$ cat config.mk
export PLATFORM = sky130hd
export DESIGN_NAME = password_fsm
export DESIGN_NICKNAME = d
export VERILOG_FILES = /design/src/rtl/password_fsm.sv
export SDC_FILE = /design/constraint.sdc
export NUM_CORES = 1
export LEC_CHECK = 0
export ABC_AREA = 1
export ABC_CLOCK_PERIOD_IN_PS = 2000
export CORE_ASPECT_RATIO = 1.25
export CORE_MARGIN = 3
export CORE_UTILIZATION = 50
export CTS_CLUSTER_DIAMETER = 120
export CTS_CLUSTER_SIZE = 40
export DETAILED_ROUTE_END_ITERATION = 12
export PLACE_DENSITY = 0.75
export SETUP_SLACK_MARGIN = 0.05
export SYNTH_ARGS = -nofsm -noshare
export SYNTH_HDL_FRONTEND = slang
export SYNTH_SLANG_ARGS = --single-unit
$ cat constraint.sdc
create_clock -name clk -period 2 [get_ports clk]
set_input_delay 0.2 -clock clk [delete_from_list [all_inputs] [get_ports clk]]
set_output_delay 0.2 -clock clk [all_outputs]
set_load 0.05 [all_outputs]
$ cat src/rtl/password_fsm.sv
// password_fsm: password-entry controller.
// Synchronizes and debounces a raw ENTER button, captures one digit per accepted
// press, checks four digits against PASSWORD and shows DONE or ERROR for
// HOLD_CYCLES cycles before returning to IDLE.
// Optional lockout after MAX_FAILS consecutive failures: define PASSWORD_LOCKOUT_EN.
module password_fsm #(
  parameter logic [15:0] PASSWORD        = 16'h1234,
  parameter int          DEBOUNCE_CYCLES = 4,
  parameter int          HOLD_CYCLES     = 8,
  parameter int          MAX_FAILS       = 3,
  parameter int          LOCK_CYCLES     = 32
) (
  input  logic       clk,
  input  logic       rst,
  input  logic [3:0] digit_in,
  input  logic       enter,
  output logic [3:0] state,
  output logic       press,
  output logic [1:0] fail_count
);

  localparam int DB_W   = $clog2(DEBOUNCE_CYCLES + 1);
  localparam int HOLD_W = $clog2(HOLD_CYCLES + 1);

  typedef enum logic [3:0] {
    S_IDLE    = 4'd0,
    S_DIGIT_2 = 4'd1,
    S_DIGIT_3 = 4'd2,
    S_DIGIT_4 = 4'd3,
    S_DONE    = 4'd4,
`ifdef PASSWORD_LOCKOUT_EN
    S_ERROR   = 4'd5,
    S_LOCKED  = 4'd6
`else
    S_ERROR   = 4'd5
`endif
  } state_t;

  logic              r_sync1;
  logic              r_sync2;
  logic [DB_W-1:0]   r_db_cnt;
  logic              r_db_level;
  logic              r_press;
  state_t            r_state;
  logic              r_mismatch;
  logic [HOLD_W-1:0] r_hold_cnt;
  logic [1:0]        r_fail;

  state_t            w_state_nxt;
  logic              w_mismatch_nxt;
  logic [HOLD_W-1:0] w_hold_nxt;
  logic [1:0]        w_fail_nxt;
  logic [3:0]        w_exp_nibble;
  logic              w_digit_bad;

`ifdef PASSWORD_LOCKOUT_EN
  localparam int LOCK_W = $clog2(LOCK_CYCLES + 1);
  logic [LOCK_W-1:0] r_lock_cnt;
  logic [LOCK_W-1:0] w_lock_nxt;
`endif

  // Two-flop synchronizer for the asynchronous button.
  always_ff @(posedge clk or negedge rst) begin
    if (!rst) begin
      r_sync1 <= 1'b0;
      r_sync2 <= 1'b0;
    end else begin
      r_sync1 <= enter;
      r_sync2 <= r_sync1;
    end
  end

  // Debounce: flip the level after DEBOUNCE_CYCLES consecutive differing samples;
  // a rising flip produces the one-cycle press pulse.
  always_ff @(posedge clk or negedge rst) begin
    if (!rst) begin
      r_db_cnt   <= '0;
      r_db_level <= 1'b0;
      r_press    <= 1'b0;
    end else if (r_sync2 == r_db_level) begin
      r_db_cnt <= '0;
      r_press  <= 1'b0;
    end else if (r_db_cnt == DB_W'(DEBOUNCE_CYCLES - 1)) begin
      r_db_cnt   <= '0;
      r_db_level <= r_sync2;
      r_press    <= r_sync2;
    end else begin
      r_db_cnt <= r_db_cnt + DB_W'(1);
      r_press  <= 1'b0;
    end
  end

  // Select the password nibble that belongs to the digit being entered.
  always_comb begin
    w_exp_nibble = PASSWORD[15:12];
    case (r_state)
      S_IDLE:    w_exp_nibble = PASSWORD[15:12];
      S_DIGIT_2: w_exp_nibble = PASSWORD[11:8];
      S_DIGIT_3: w_exp_nibble = PASSWORD[7:4];
      S_DIGIT_4: w_exp_nibble = PASSWORD[3:0];
      default:   w_exp_nibble = PASSWORD[15:12];
    endcase
    w_digit_bad = (digit_in != w_exp_nibble);
  end

  // Next-state logic: digit collection, result hold, failure tracking.
  always_comb begin
    w_state_nxt    = r_state;
    w_mismatch_nxt = r_mismatch;
    w_hold_nxt     = r_hold_cnt;
    w_fail_nxt     = r_fail;
`ifdef PASSWORD_LOCKOUT_EN
    w_lock_nxt     = r_lock_cnt;
`endif
    case (r_state)
      S_IDLE: begin
        if (r_press) begin
          w_mismatch_nxt = w_digit_bad;
          w_state_nxt    = S_DIGIT_2;
        end else begin
          w_state_nxt = S_IDLE;
        end
      end
      S_DIGIT_2, S_DIGIT_3: begin
        if (r_press) begin
          w_mismatch_nxt = r_mismatch | w_digit_bad;
          w_state_nxt    = (r_state == S_DIGIT_2) ? S_DIGIT_3 : S_DIGIT_4;
        end else begin
          w_state_nxt = r_state;
        end
      end
      S_DIGIT_4: begin
        if (r_press) begin
          w_hold_nxt = HOLD_W'(HOLD_CYCLES - 1);
          if (r_mismatch || w_digit_bad) begin
            w_state_nxt = S_ERROR;
            w_fail_nxt  = (r_fail == 2'd3) ? 2'd3 : (r_fail + 2'd1);
          end else begin
            w_state_nxt = S_DONE;
            w_fail_nxt  = 2'd0;
          end
        end else begin
          w_state_nxt = S_DIGIT_4;
        end
      end
      S_DONE: begin
        // Presses are ignored while the result is on display.
        if (r_hold_cnt == '0) begin
          w_state_nxt = S_IDLE;
        end else begin
          w_hold_nxt = r_hold_cnt - HOLD_W'(1);
        end
      end
      S_ERROR: begin
        if (r_hold_cnt == '0) begin
`ifdef PASSWORD_LOCKOUT_EN
          if (int'(r_fail) >= MAX_FAILS) begin
            w_state_nxt = S_LOCKED;
            w_lock_nxt  = LOCK_W'(LOCK_CYCLES - 1);
          end else begin
            w_state_nxt = S_IDLE;
          end
`else
          w_state_nxt = S_IDLE;
`endif
        end else begin
          w_hold_nxt = r_hold_cnt - HOLD_W'(1);
        end
      end
`ifdef PASSWORD_LOCKOUT_EN
      S_LOCKED: begin
        if (r_lock_cnt == '0) begin
          w_state_nxt = S_IDLE;
          w_fail_nxt  = 2'd0;
        end else begin
          w_lock_nxt = r_lock_cnt - LOCK_W'(1);
        end
      end
`endif
      default: begin
        w_state_nxt    = S_IDLE;
        w_mismatch_nxt = 1'b0;
      end
    endcase
  end

  // State and datapath registers.
  always_ff @(posedge clk or negedge rst) begin
    if (!rst) begin
      r_state    <= S_IDLE;
      r_mismatch <= 1'b0;
      r_hold_cnt <= '0;
      r_fail     <= 2'd0;
    end else begin
      r_state    <= w_state_nxt;
      r_mismatch <= w_mismatch_nxt;
      r_hold_cnt <= w_hold_nxt;
      r_fail     <= w_fail_nxt;
    end
  end

`ifdef PASSWORD_LOCKOUT_EN
  // Lockout duration counter.
  always_ff @(posedge clk or negedge rst) begin
    if (!rst) begin
      r_lock_cnt <= '0;
    end else begin
      r_lock_cnt <= w_lock_nxt;
    end
  end
`endif

  assign state      = r_state;
  assign press      = r_press;
  assign fail_count = r_fail;

endmodule

-- Word-level counts from Yosys, hierarchy flattened
Cells that the tools add are included.
- register bits after elaboration: 18
- output and inout port bits: 7
- $add $sub $neg: 3
- equality and inequality tests: 14
- multiplexer cells: 20
- bitwise operators: 3
- reduce and logical (&&, ||, !) cells: 12
- operators with widths (kind ; count):
    $mux 4 ; 5
    $pmux 4 s4 ; 1
    $pmux 3 s3 ; 1
    $eq 4x2->1 const B ; 2
    $eq 4x3->1 const B ; 2
    $logic_not 4->1 ; 2
    $ne 2x2->1 const B ; 4
    $pmux 4 s2 ; 1
    $mux 1 ; 7
    $mux 3 ; 2
    $reduce_and 2->1 ; 3
    $reduce_and 3->1 ; 2
    $eq 4x1->1 const B ; 1
    $mux 2 ; 2
    $ne 4x4->1 ; 1
    $reduce_or 2->1 ; 2
    $sub 4x1->4 const B ; 1
    $add 3x1->3 const B ; 1
    $eq 3x2->1 const B ; 1
    $pmux 1 s3 ; 1
    $reduce_or 3->1 ; 1
    $add 2x1->2 const B ; 1
    $eq 2x2->1 const B ; 1
    $ne 2x1->1 const B ; 1
    other kinds (5) ; 6

-- Longest topological paths before layout
Gate-level depths: netlist of the first run.
- depth in word-level cells: 7
- depth in mapped cells: 11
- mapped depth without buffers: 10

-- Worst setup path before layout of the first run
No wires, ideal clock.
- path kind: reg2reg
- start: register r_state[0], in the netlist state[0]
- end: register r_state[0], in the netlist state[0]
- library setup time: 0.116 ns
- arrival time: 1.476 ns
- path slack: 0.408 ns
- stages on the path, launching flop included: 12
- period minus slack after synthesis: 1.592 ns
- cells stage by stage: dfrtp_1 buf_6 nor2_2 nand2_1 nand2_2 nand2_1 nand2_1 nand3_1 nand2_1 nand2_1 nand2_1 nand2_1
- cells in the longest elaborated chain, start to end: 7
- ends and longest elaborated chain (what ; line ; text):
    start: declaration ; 44 ; state_t r_state;
    start signal: assignment ; 195 ; r_state <= w_state_nxt;
    $eq 4x2->1 / $eq 4x1->1 (equally long branches) ; 96, 115, 127 ;
    $pmux 3 s3 ; 96 ; case (r_state)
    $ne 4x4->1 ; 103 ; w_digit_bad = (digit_in != w_exp_nibble);
    $logic_or 1x1->1 ; 135 ; if (r_mismatch || w_digit_bad) begin
    $mux 1 ; 135 ;
    $mux 4 ; 133 ; if (r_press) begin
    $pmux 4 s4 ; 115 ; case (r_state)
Several ways; a longest one is shown, not always the timed one. The select of a mux whose other input is x is not followed.
A chain may end at the register's enable or synchronous reset.

-- Worst setup path after layout of the first run
- start: register r_state[0], in the netlist state[0]
- end: output state[0]
- RTL lines (what ; line ; text):
    end: declaration ; 17 ; output logic [3:0] state,
No word-level cell between the ends.

==> results of run 1 <==
-- state kept, by name, summed over array words and instances (netlist names) --
signal	cells
r_hold_cnt	4
r_db_cnt	3
state	3
fail_count	2
press	1
r_db_level	1
r_mismatch	1
r_sync1	1
r_sync2	1
-- cell families (layout without fill, tap and decap cells) --
kind of cell,count (synthesis),count (layout),share of synthesized area (%)
AOI/OAI and AO/OA,12,12,8.882
xor gates and xnor gates,2,2,2.006
buffers and inverters,23,38,11.17
other,1,1,0.4294
adders and majority gates,2,2,2.865
DFF,17,17,48.71
and+or+nand+nor,51,51,25.93
-- synthesized netlist by cell type, types with 3 or more instances --
| cell | instances | area share [%] |
|---|---|---|
| sky130_fd_sc_hd__o21ai_0 | 3 | 1.7 |
| sky130_fd_sc_hd__inv_2 | 3 | 1.3 |
| sky130_fd_sc_hd__dfrtp_1 | 17 | 49 |
| sky130_fd_sc_hd__inv_1 | 18 | 7.7 |
| sky130_fd_sc_hd__nand2_1 | 25 | 11 |
| sky130_fd_sc_hd__nor2_1 | 7 | 3.0 |
| sky130_fd_sc_hd__nand3_1 | 9 | 5.2 |
| sky130_fd_sc_hd__nor2_2 | 5 | 3.6 |
| sky130_fd_sc_hd__a21oi_1 | 3 | 1.7 |
-- power by group --
group | switching, uW | internal [uW]
registers | 94.4 | 443
logic | 432 | 249
clock network | 109 | 74.3
total | 635 | 767
-- stage by stage --
step | hold WS, ns | instances | util (%) | area (um^2) | setup slack (ns)
after floorplan | -0.09559 | 108 | - | 873.3 | 0.4080
after global placement | 0.3342 | 137 | 62.73 | 1005 | 0.4886
after detailed placement | 0.3347 | 137 | 62.73 | 1005 | 0.4638
after CTS | 0.2200 | 141 | 64.45 | 1032 | 0.1318
after global routing | 0.2423 | 141 | 64.45 | 1032 | 0.07475
final | 0.2183 | 141 | 64.45 | 1032 | 0.1461
-- area by class of cell --
class / count / area share, %
multi-input combinational: 68 / 33.94
timing repair buffer: 13 / 12.36
clock inverter: 1 / 0.4848
sequential: 17 / 41.21
tap: 18 / 2.182
clock buffer: 3 / 2.182
inverter: 21 / 7.636
-- worst paths after layout --
path / from / to / slack [ns]
worst max-delay path: state[0] / state[0] / 0.15
worst min-delay path: rst / r_mismatch / 0.22
worst max register to register: r_hold_cnt[0] / r_hold_cnt[1] / 0.47
worst min register to register: r_sync1 / r_sync2 / 0.36
max in group asynchronous: rst / r_db_cnt[2] / 1.59
min in group clk: enter / r_sync1 / 0.34
-- metal layers --
metal	vias up	GRT usage, %	share of wire [%]
met1	324	20.92	44
met2	27	29.06	50
met5	-	0	0
met4	0	6.030	0.76
met3	2	3.093	6.0
li1	366	-	-
==> summary.txt, run 1 <==
================================================================================
Most frequent cells in the layout                                   25 x sky130_fd_sc_hd__nand2_1, 18 x sky130_fd_sc_hd__inv_1, 17 x sky130_fd_sc_hd__dfrtp_1, 12 x sky130_fd_sc_hd__clkdlybuf4s50_1, 9 x sky130_fd_sc_hd__nand3_1
Mapped Area                                                           873.3 um^2
CTS tree                                                                   built
H-tree depth                                                                   1
Slowest stage cell, crit path                                       sky130_fd_sc_hd__clkdlybuf4s50_1
Total of fill cells in the finished design                                   142
Total wire length after detailed routing                                1.583 mm
Total die area                                                         2287 um^2
Actual slew at the worst max-slew pin                                  0.4965 ns
Share of synthesized registers carrying an async set or reset             100.0%
Inserted Clock Buffers                                                         3
Top achievable clock speed                                             539.4 MHz
Die width                                                               43.38 um
Slowest Stage Delay on Critical Path                                     0.86 ns
Nature of the critical path endpoint                                  output pin
Global-route wire length before repair                                  2.904 mm
Overall die height                                                      52.73 um
Largest vdd supply drop                                                 836.7 uV
Portion of the post-synthesis area used by sequential elements            48.71%
Proportion of layout cells with a drive suffix above 1                    13.01%
Kind of launch point of the worst setup path                                flop
Clock Tree Root                                                     sky130_fd_sc_hd__clkbuf_4
Number of buffers on the longest clock path                                    2
Status                                                              complete, no violations
Count of unresolved DRC violations after routing                               0
Clk sink count                                                                17
Post-synth top flop                                                 sky130_fd_sc_hd__dfrtp_1
Placer Congestion                                                         0.8183
Family with the most delay on the worst path                        buffers and inverters
I/O pin total                                                                 14
Number of logic stages on the critical path including buffering                1
Post-synthesis sequential element count                                       17
P_leak                                                              0.0005494 uW
Final ANT Viol Nets                                                            0
Max Slew Vio Count                                                             0
Worst skew pair latency                                                  0.29 ns
Pin count of the biggest net entering global routing                          18
Endpoints failing hold                                                         0
Fin nets                                                                     133
Reported max-cap violation count                                               0
Count of input and output buffers                                             12
Detail Placement HPWL                                                   1.212 mm
Synthesis warning total                                                        0
RSZ-0062 raised after global routing                                       false
Count of vias placed by the detailed router                                  719
Residual overflow from global routing                                          0
Min Clock Period, post-route                                            1.854 ns
Length of the first detailed-routing pass in iterations                        4
Number of instances in the synthesized netlist                               108
TNS Setup                                                                   0 ns
Post-cts gate resize count                                                     0
Maximum fanout count along the critical path                                   9
Leading cell type in the layout, fill and taps excluded             sky130_fd_sc_hd__nand2_1
Number of buffers added to fix hold violations after cts                       0
Final setup skew                                                     0.002736 ns
Critical Setup Path Class                                           flop to output pin
Final worst-path cycle share                                              92.70%
Tightest Hold Check Type                                            input pin to asynchronous set/reset pin
Worst EP arrival                                                         1.65 ns
Number of buffers added for setup after CTS                                    0
Avg Inst Size Synth                                                   8.086 um^2
Number of antenna violations at the first check in global routing              0
Wire length per cell after detailed routing                             11.23 um
Via count of the first global-routing pass                                   706
GRT Total Usage                                                           16.91%
Setup violation total in the final timing report                               0
Worst slew margin relative to its limit                                   66.80%
Diodes inserted                                                                0
Net count of the mapped netlist                                              117
EDFF count, synth                                                              0
Sequential cell area                                                  425.4 um^2
Count of different cell masters after synthesis                               22
Multi-input combinational cell area                                   350.3 um^2
Ordered cell list for the critical path                             clkdlybuf4s50_1
Overall power consumption                                                1402 uW
Core region area                                                       1602 um^2
Clock transition at the registers of the reported paths                  0.10 ns
Starting Density                                                          54.53%
Depth of the worst register-to-register path                                   6
Area added between synthesis and finish                                   18.19%
Pwr/cell area                                                       1358 nW/um^2
Vias per Instance                                                          5.099
Buffers and inverters on the worst path                                        1
WP data required                                                         1.80 ns
Number of DRC violations after detailed-routing iteration 0                    9
Std-Cell Rows                                                                 16
================================================================================
Note: power is estimated with default switching activity, not from simulation.
==> run 2: changes to the inputs <==
--- a/config.mk
+++ b/config.mk
@@ -9,11 +9,11 @@
 export ABC_CLOCK_PERIOD_IN_PS = 2000
 export CORE_ASPECT_RATIO = 1.25
 export CORE_MARGIN = 3
-export CORE_UTILIZATION = 50
+export CORE_UTILIZATION = 49
 export CTS_CLUSTER_DIAMETER = 120
 export CTS_CLUSTER_SIZE = 40
 export DETAILED_ROUTE_END_ITERATION = 12
-export PLACE_DENSITY = 0.75
+export PLACE_DENSITY = 0.74
 export SETUP_SLACK_MARGIN = 0.05
 export SYNTH_ARGS = -nofsm -noshare
 export SYNTH_HDL_FRONTEND = slang
==> run 2 against run 1 <==
Hold slack better by 0.0042 ns. Wire length is 3.6% lower. Combinational power hardly changed.
==> summary.txt, run 2 (synthesis results as in run 1) <==
================================================================================
Status                                                              complete, no violations
Actual slew at the worst max-slew pin                                  0.4961 ns   -0.0003828 ns
RSZ-0062 raised after global routing                                       false
Leading cell type in the layout, fill and taps excluded             sky130_fd_sc_hd__nand2_1
TNS Setup                                                                   0 ns   unchanged
Overall power consumption                                                1398 uW   -0.31%
H-tree depth                                                                   1   unchanged
Multi-input combinational cell area                                   350.3 um^2   unchanged
Global-route wire length before repair                                  2.691 mm   -7.3%
Part of the total power dissipated in the clock network                    12.8%   -0.3 points
Total of fill cells in the finished design                                   144   +1.4%
Diodes inserted                                                                0   unchanged
Count of vias placed by the detailed router                                  711   -1.1%
Fin nets                                                                     133   unchanged
Number of buffers on the longest clock path                                    2   unchanged
Ordered cell list for the critical path                             clkdlybuf4s50_1
Min Clock Period, post-route                                            1.829 ns   -0.02499 ns
Inserted Clock Buffers                                                         3   unchanged
CTS tree                                                                   built
Final ANT Viol Nets                                                            0   unchanged
Length of the first detailed-routing pass in iterations                        4   unchanged
Pin count of the biggest net entering global routing                          18   unchanged
Critical Setup Path Class                                           flop to output pin
Clock transition at the registers of the reported paths                  0.10 ns   about the same
Placed Instance Area                                                   1005 um^2   unchanged
Internal power contribution                                             766.6 uW   about the same
Sequential cell area                                                  425.4 um^2   unchanged
Number of antenna violations at the first check in global routing              0   unchanged
Std-Cell Rows                                                                 16   unchanged
Register containing the most flip-flops in the final layout           r_hold_cnt
Number of buffers added to fix hold violations after cts                       0   unchanged
Tightest Hold Check Type                                            input pin to asynchronous set/reset pin
Proportion of layout cells with a drive suffix above 1                    13.01%   unchanged
Core region area                                                       1622 um^2   +1.3%
P_leak                                                              0.0005494 uW   unchanged
Area added between synthesis and finish                                   18.19%   unchanged
Starting Density                                                          53.86%   -0.67 points
Switching power summed over all nets                                    631.0 uW   -0.70%
Top achievable clock speed                                             546.8 MHz   +1.4%
Detail Placement HPWL                                                   1.214 mm   +0.17%
Slowest Stage Delay on Critical Path                                     0.85 ns   about the same
GRT Total Usage                                                           15.56%   -1.3 points
Count of unresolved DRC violations after routing                               0   unchanged
Slowest stage cell, crit path                                       sky130_fd_sc_hd__clkdlybuf4s50_1
Nature of the critical path endpoint                                  output pin
Buffers and inverters on the worst path                                        1   unchanged
Family with the most delay on the worst path                        buffers and inverters
Max Slew Vio Count                                                             0   unchanged
Post-route standard cell area excluding fillers                        1032 um^2   unchanged
Clock Tree Root                                                     sky130_fd_sc_hd__clkbuf_4
Setup violation total in the final timing report                               0   unchanged
Maximum fanout count along the critical path                                   9   unchanged
Largest vdd supply drop                                                 863.4 uV   +3.2%
Pwr/cell area                                                       1354 nW/um^2   -0.31%
Clk sink count                                                                17   unchanged
Total die area                                                         2328 um^2   +1.8%
Post-cts gate resize count                                                     0   unchanged
Number of buffers added for setup after CTS                                    0   unchanged
Final setup skew                                                     0.004931 ns   +0.002195 ns
Number of flip-flops in the largest register                                   4   unchanged
Most frequent cells in the layout                                   25 x sky130_fd_sc_hd__nand2_1, 18 x sky130_fd_sc_hd__inv_1, 17 x sky130_fd_sc_hd__dfrtp_1, 12 x sky130_fd_sc_hd__clkdlybuf4s50_1, 9 x sky130_fd_sc_hd__nand3_1
Kind of launch point of the worst setup path                                flop
Net switching fraction of the power                                       45.15%   -0.18 points
Worst slew margin relative to its limit                                   66.82%   about the same
WP data required                                                         1.80 ns   about the same
Placer Congestion                                                         0.8414   +2.8%
Via count of the first global-routing pass                                   671   -5.0%
Number of DRC violations after detailed-routing iteration 0                   14   +5
Worst EP arrival                                                         1.63 ns   -0.02 ns
Final worst-path cycle share                                              91.45%   -1.2 points
Count of input and output buffers                                             12   unchanged
Overall die height                                                      53.20 um   +0.90%
Residual overflow from global routing                                          0   unchanged
Endpoints failing hold                                                         0   unchanged
Die width                                                               43.76 um   +0.88%
Reported max-cap violation count                                               0   unchanged
Worst skew pair latency                                                  0.28 ns   about the same
Total wire length after detailed routing                                1.526 mm   -3.6%
I/O pin total                                                                 14   unchanged
Share of power burned in registers                                         38.4%   about the same
Fraction of power consumed by combinational cells                          48.8%   +0.2 points
Wire length per cell after detailed routing                             10.82 um   -3.6%
Vias per Instance                                                          5.043   -1.1%
================================================================================
-- run 2: cell counts in the layout (fill, tap and decap cells not counted) --
No cell type changed its count.
-- run 2: per-stage QoR --
| stage | std cells | util, % | hold slack, ns | worst slack (ns) |
|---|---|---|---|---|
| after floorplan | 108 | - | -0.09559 | 0.4080 |
| after global placement | 137 | 61.96 | 0.3379 | 0.4922 |
| after detailed placement | 137 | 61.96 | 0.3426 | 0.4775 |
| after CTS | 141 | 63.66 | 0.2275 | 0.1534 |
| after global routing | 141 | 63.66 | 0.2483 | 0.09079 |
| final | 141 | 63.66 | 0.2225 | 0.1711 |
-- run 2: final cells by class --
type,count,share of cell area [%]
Inverter,21,7.636
Clock inverter,1,0.4848
Sequential cell,17,41.21
Tap cell,18,2.182
Multi-Input combinational cell,68,33.94
Clock buffer,3,2.182
Timing Repair Buffer,13,12.36
-- run 2: power by group through the flow --
stage                     Combinational (uW)  Clock, uW  Sequential (uW)
after global routing                     764        196              553
after floorplan                          400          0              660
after CTS                                690        185              537
after detailed placement                 687          0              543
after global placement                   667          0              538
final                                    682        179              536
-- run 2: per-layer routing --
| metal | part of all wire (%) | GRT usage, % |
|---|---|---|
| met1 | 46 | 18.22 |
| met2 | 48 | 27.43 |
| met3 | 5.2 | 2.041 |
| met4 | 0.92 | 7.538 |
| met5 | 0 | 0 |
-- run 2: worst paths after layout --
check / start / to / slack (ns) / depth (start not counted)
setup / recovery: state[0] / state[0] / 0.17 / 1
max in group asynchronous: rst / state[1] / 1.59 / 2
hold reg to reg: r_sync1 / r_sync2 / 0.36 / 0
hold / removal: rst / r_mismatch / 0.22 / 2
min in group clk: enter / r_sync1 / 0.35 / 1
setup reg to reg: r_hold_cnt[0] / state[0] / 0.51 / 8
==> run 3: changes to the inputs <==
--- a/config.mk
+++ b/config.mk
@@ -7,13 +7,15 @@
 export LEC_CHECK = 0
 export ABC_AREA = 1
 export ABC_CLOCK_PERIOD_IN_PS = 2000
+export CELL_PAD_IN_SITES_DETAIL_PLACEMENT = 1
+export CELL_PAD_IN_SITES_GLOBAL_PLACEMENT = 2
 export CORE_ASPECT_RATIO = 1.25
 export CORE_MARGIN = 3
-export CORE_UTILIZATION = 49
+export CORE_UTILIZATION = 32
 export CTS_CLUSTER_DIAMETER = 120
 export CTS_CLUSTER_SIZE = 40
 export DETAILED_ROUTE_END_ITERATION = 12
-export PLACE_DENSITY = 0.74
+export PLACE_DENSITY_LB_ADDON = 0.1
 export SETUP_SLACK_MARGIN = 0.05
 export SYNTH_ARGS = -nofsm -noshare
 export SYNTH_HDL_FRONTEND = slang
==> run 3 against run 2 <==
Total power grew 1.2%. Setup slack lost 0.041 ns. Sequential cell count is the same. Clock skew shrank 0.00078 ns. Design area grew 1.7%. Final cell count grew 11%. Hold slack lost 0.0015 ns. Highest routed layer unchanged.
==> summary.txt, run 3 (synthesis results as in run 1) <==
================================================================================
Reported max-cap violation count                                               0   unchanged
Area added between synthesis and finish                                   20.20%
Setup slack of the worst register-to-register path                       0.44 ns   -0.07 ns
Min Clock Period, post-route                                            1.870 ns   +0.04150 ns
Clock transition at the registers of the reported paths                  0.10 ns   about the same
Detail Placement HPWL                                                   1.495 mm   +23%
Pin count of the biggest net entering global routing                          18   unchanged
Pwr/cell area                                                       1347 nW/um^2   -0.48%
CTS tree                                                                   built
Leading cell type in the layout, fill and taps excluded             sky130_fd_sc_hd__nand2_1
Last element of the critical path                                       state[0]
Overall die height                                                      64.41 um   +21%
Worst EP arrival                                                         1.67 ns   +0.04 ns
Number of antenna violations at the first check in global routing              0   unchanged
Post-cts gate resize count                                                     0   unchanged
I/O pin total                                                                 14   unchanged
Tightest Hold Check Type                                            input pin to asynchronous set/reset pin
Register containing the most flip-flops in the final layout           r_hold_cnt
Number of flip-flops in the largest register                                   4   unchanged
Number of logic stages on the critical path including buffering                1   unchanged
Final worst-path cycle share                                              93.52%   +2.1 points
Count of unresolved DRC violations after routing                               0   unchanged
WP data required                                                         1.80 ns   about the same
Fraction of power consumed by combinational cells                          49.3%   +0.5 points
Top achievable clock speed                                             534.6 MHz   -2.2%
Largest vdd supply drop                                                 593.8 uV   -31%
Proportion of layout cells with a drive suffix above 1                    12.20%   -0.81 points
Depth of the worst register-to-register path                                   7   -1
Inserted Clock Buffers                                                         3   unchanged
Count of vias placed by the detailed router                                  725   +2.0%
Total die area                                                         3396 um^2   +46%
Die width                                                               52.73 um   +20%
Launch point of the worst reg-to-reg path                           r_hold_cnt[0]
H-tree depth                                                                   1   unchanged
Diodes inserted                                                                0   unchanged
Kind of launch point of the worst setup path                                flop
Final setup skew                                                     0.004149 ns   -0.0007818 ns
Number of buffers added for setup after CTS                                    0   unchanged
Fin nets                                                                     133   unchanged
Family with the most delay on the worst path                        buffers and inverters
Core region area                                                       2527 um^2   +56%
Std-Cell Rows                                                                 20   +4
Internal power contribution                                             770.8 uW   +0.55%
Number of buffers on the longest clock path                                    2   unchanged
Count of input and output buffers                                             12   unchanged
Critical Setup Path Class                                           flop to output pin
Setup violation total in the final timing report                               0   unchanged
Number of buffers added to fix hold violations after cts                       0   unchanged
Actual slew at the worst max-slew pin                                  0.5015 ns   +0.005439 ns
Residual overflow from global routing                                          0   unchanged
Net switching fraction of the power                                       45.51%   +0.36 points
Status                                                              complete, no violations
Endpoints failing hold                                                         0   unchanged
Post-route standard cell area excluding fillers                        1050 um^2   +1.7%
Wire length per cell after detailed routing                             11.64 um   +7.6%
Clock Tree Root                                                     sky130_fd_sc_hd__clkbuf_4
Final ANT Viol Nets                                                            0   unchanged
Most frequent cells in the layout                                   25 x sky130_fd_sc_hd__nand2_1, 18 x sky130_fd_sc_hd__inv_1, 17 x sky130_fd_sc_hd__dfrtp_1, 12 x sky130_fd_sc_hd__clkdlybuf4s50_1, 9 x sky130_fd_sc_hd__nand3_1
Share of power burned in registers                                         38.0%   -0.4 points
GRT Total Usage                                                           13.31%   -2.3 points
Buffers and inverters on the worst path                                        1   unchanged
Starting Density                                                          34.55%   -19 points
Maximum fanout count along the critical path                                   9   unchanged
Placer Congestion                                                         0.7286   -13%
TNS Setup                                                                   0 ns   unchanged
Vias per Instance                                                          4.647   -7.8%
Startpoint of the most critical setup path                              state[0]
Ordered cell list for the critical path                             clkdlybuf4s50_1
Reg2Reg Capture Point                                                   state[0]
Max Slew Vio Count                                                             0   unchanged
Worst skew pair latency                                                  0.28 ns   about the same
Nature of the critical path endpoint                                  output pin
RSZ-0062 raised after global routing                                       false
Slowest stage cell, crit path                                       sky130_fd_sc_hd__clkdlybuf4s50_1
Slowest Stage Delay on Critical Path                                     0.86 ns   about the same
Global-route wire length before repair                                  3.408 mm   +27%
Number of DRC violations after detailed-routing iteration 0                    9   -5
Part of the total power dissipated in the clock network                    12.7%   about the same
Clk sink count                                                                17   unchanged
Overall power consumption                                                1415 uW   +1.2%
Total wire length after detailed routing                                1.816 mm   +19%
Length of the first detailed-routing pass in iterations                        3   -1
Placed Instance Area                                                   1023 um^2   +1.9%
Worst slew margin relative to its limit                                   66.46%   -0.36 points
Via count of the first global-routing pass                                   797   +19%
P_leak                                                              0.0005467 uW   -0.50%
Switching power summed over all nets                                    643.7 uW   +2.0%
================================================================================
## run 3: cell types whose count changed in the layout (fill, tap and decap cells not counted)
cell,before,now
sky130_fd_sc_hd__clkbuf_1,0,1
sky130_fd_sc_hd__clkinv_2,1,0
## run 3: worst min path at each step
stage	start	to	slack, ns	cells after the start
2_1_floorplan	rst	fail_count[0]	-0.1	0
3_3_place_gp	r_sync1	r_sync2	0.34	0
5_1_grt	rst	r_hold_cnt[0]	0.25	2
4_1_cts	rst	fail_count[0]	0.23	2
3_5_place_dp	r_sync1	r_sync2	0.34	0
6_report	rst	r_hold_cnt[3]	0.22	2
## run 3: power by group through the flow
stage	sequential (uW)	combinational, uW	clock (uW)
3_3_place_gp	543	689	0
6_report	538	697	180
3_5_place_dp	546	706	0
5_1_grt	556	800	207
2_1_floorplan	660	400	0
4_1_cts	540	711	189
## run 3: layout make-up
class	count	area, um^2
fill	318	1478
clock buffer	4	26.28
tap	33	41.29
timing repair buffer	13	127.6
multi-input combinational	68	350.3
inverter	21	78.83
sequential	17	425.4
## run 3: metal layers
layer / track usage, % / routed length (um) / up-vias
li1: - / - / 365
met1: 15.71 / 789 / 342
met2: 23.45 / 941 / 14
met3: 1.609 / 51 / 4
met4: 5.751 / 35 / 0
met5: 0 / 0 / -
## run 3: through the flow
step,std cells,setup WS [ns],utilization (%),hold slack [ns]
after floorplan,108,0.4080,-,-0.09559
after global placement,152,0.4340,40.50,0.3358
after detailed placement,152,0.4237,40.50,0.3393
after CTS,156,0.1082,41.53,0.2308
after global routing,156,0.05584,41.53,0.2493
final,156,0.1296,41.53,0.2210
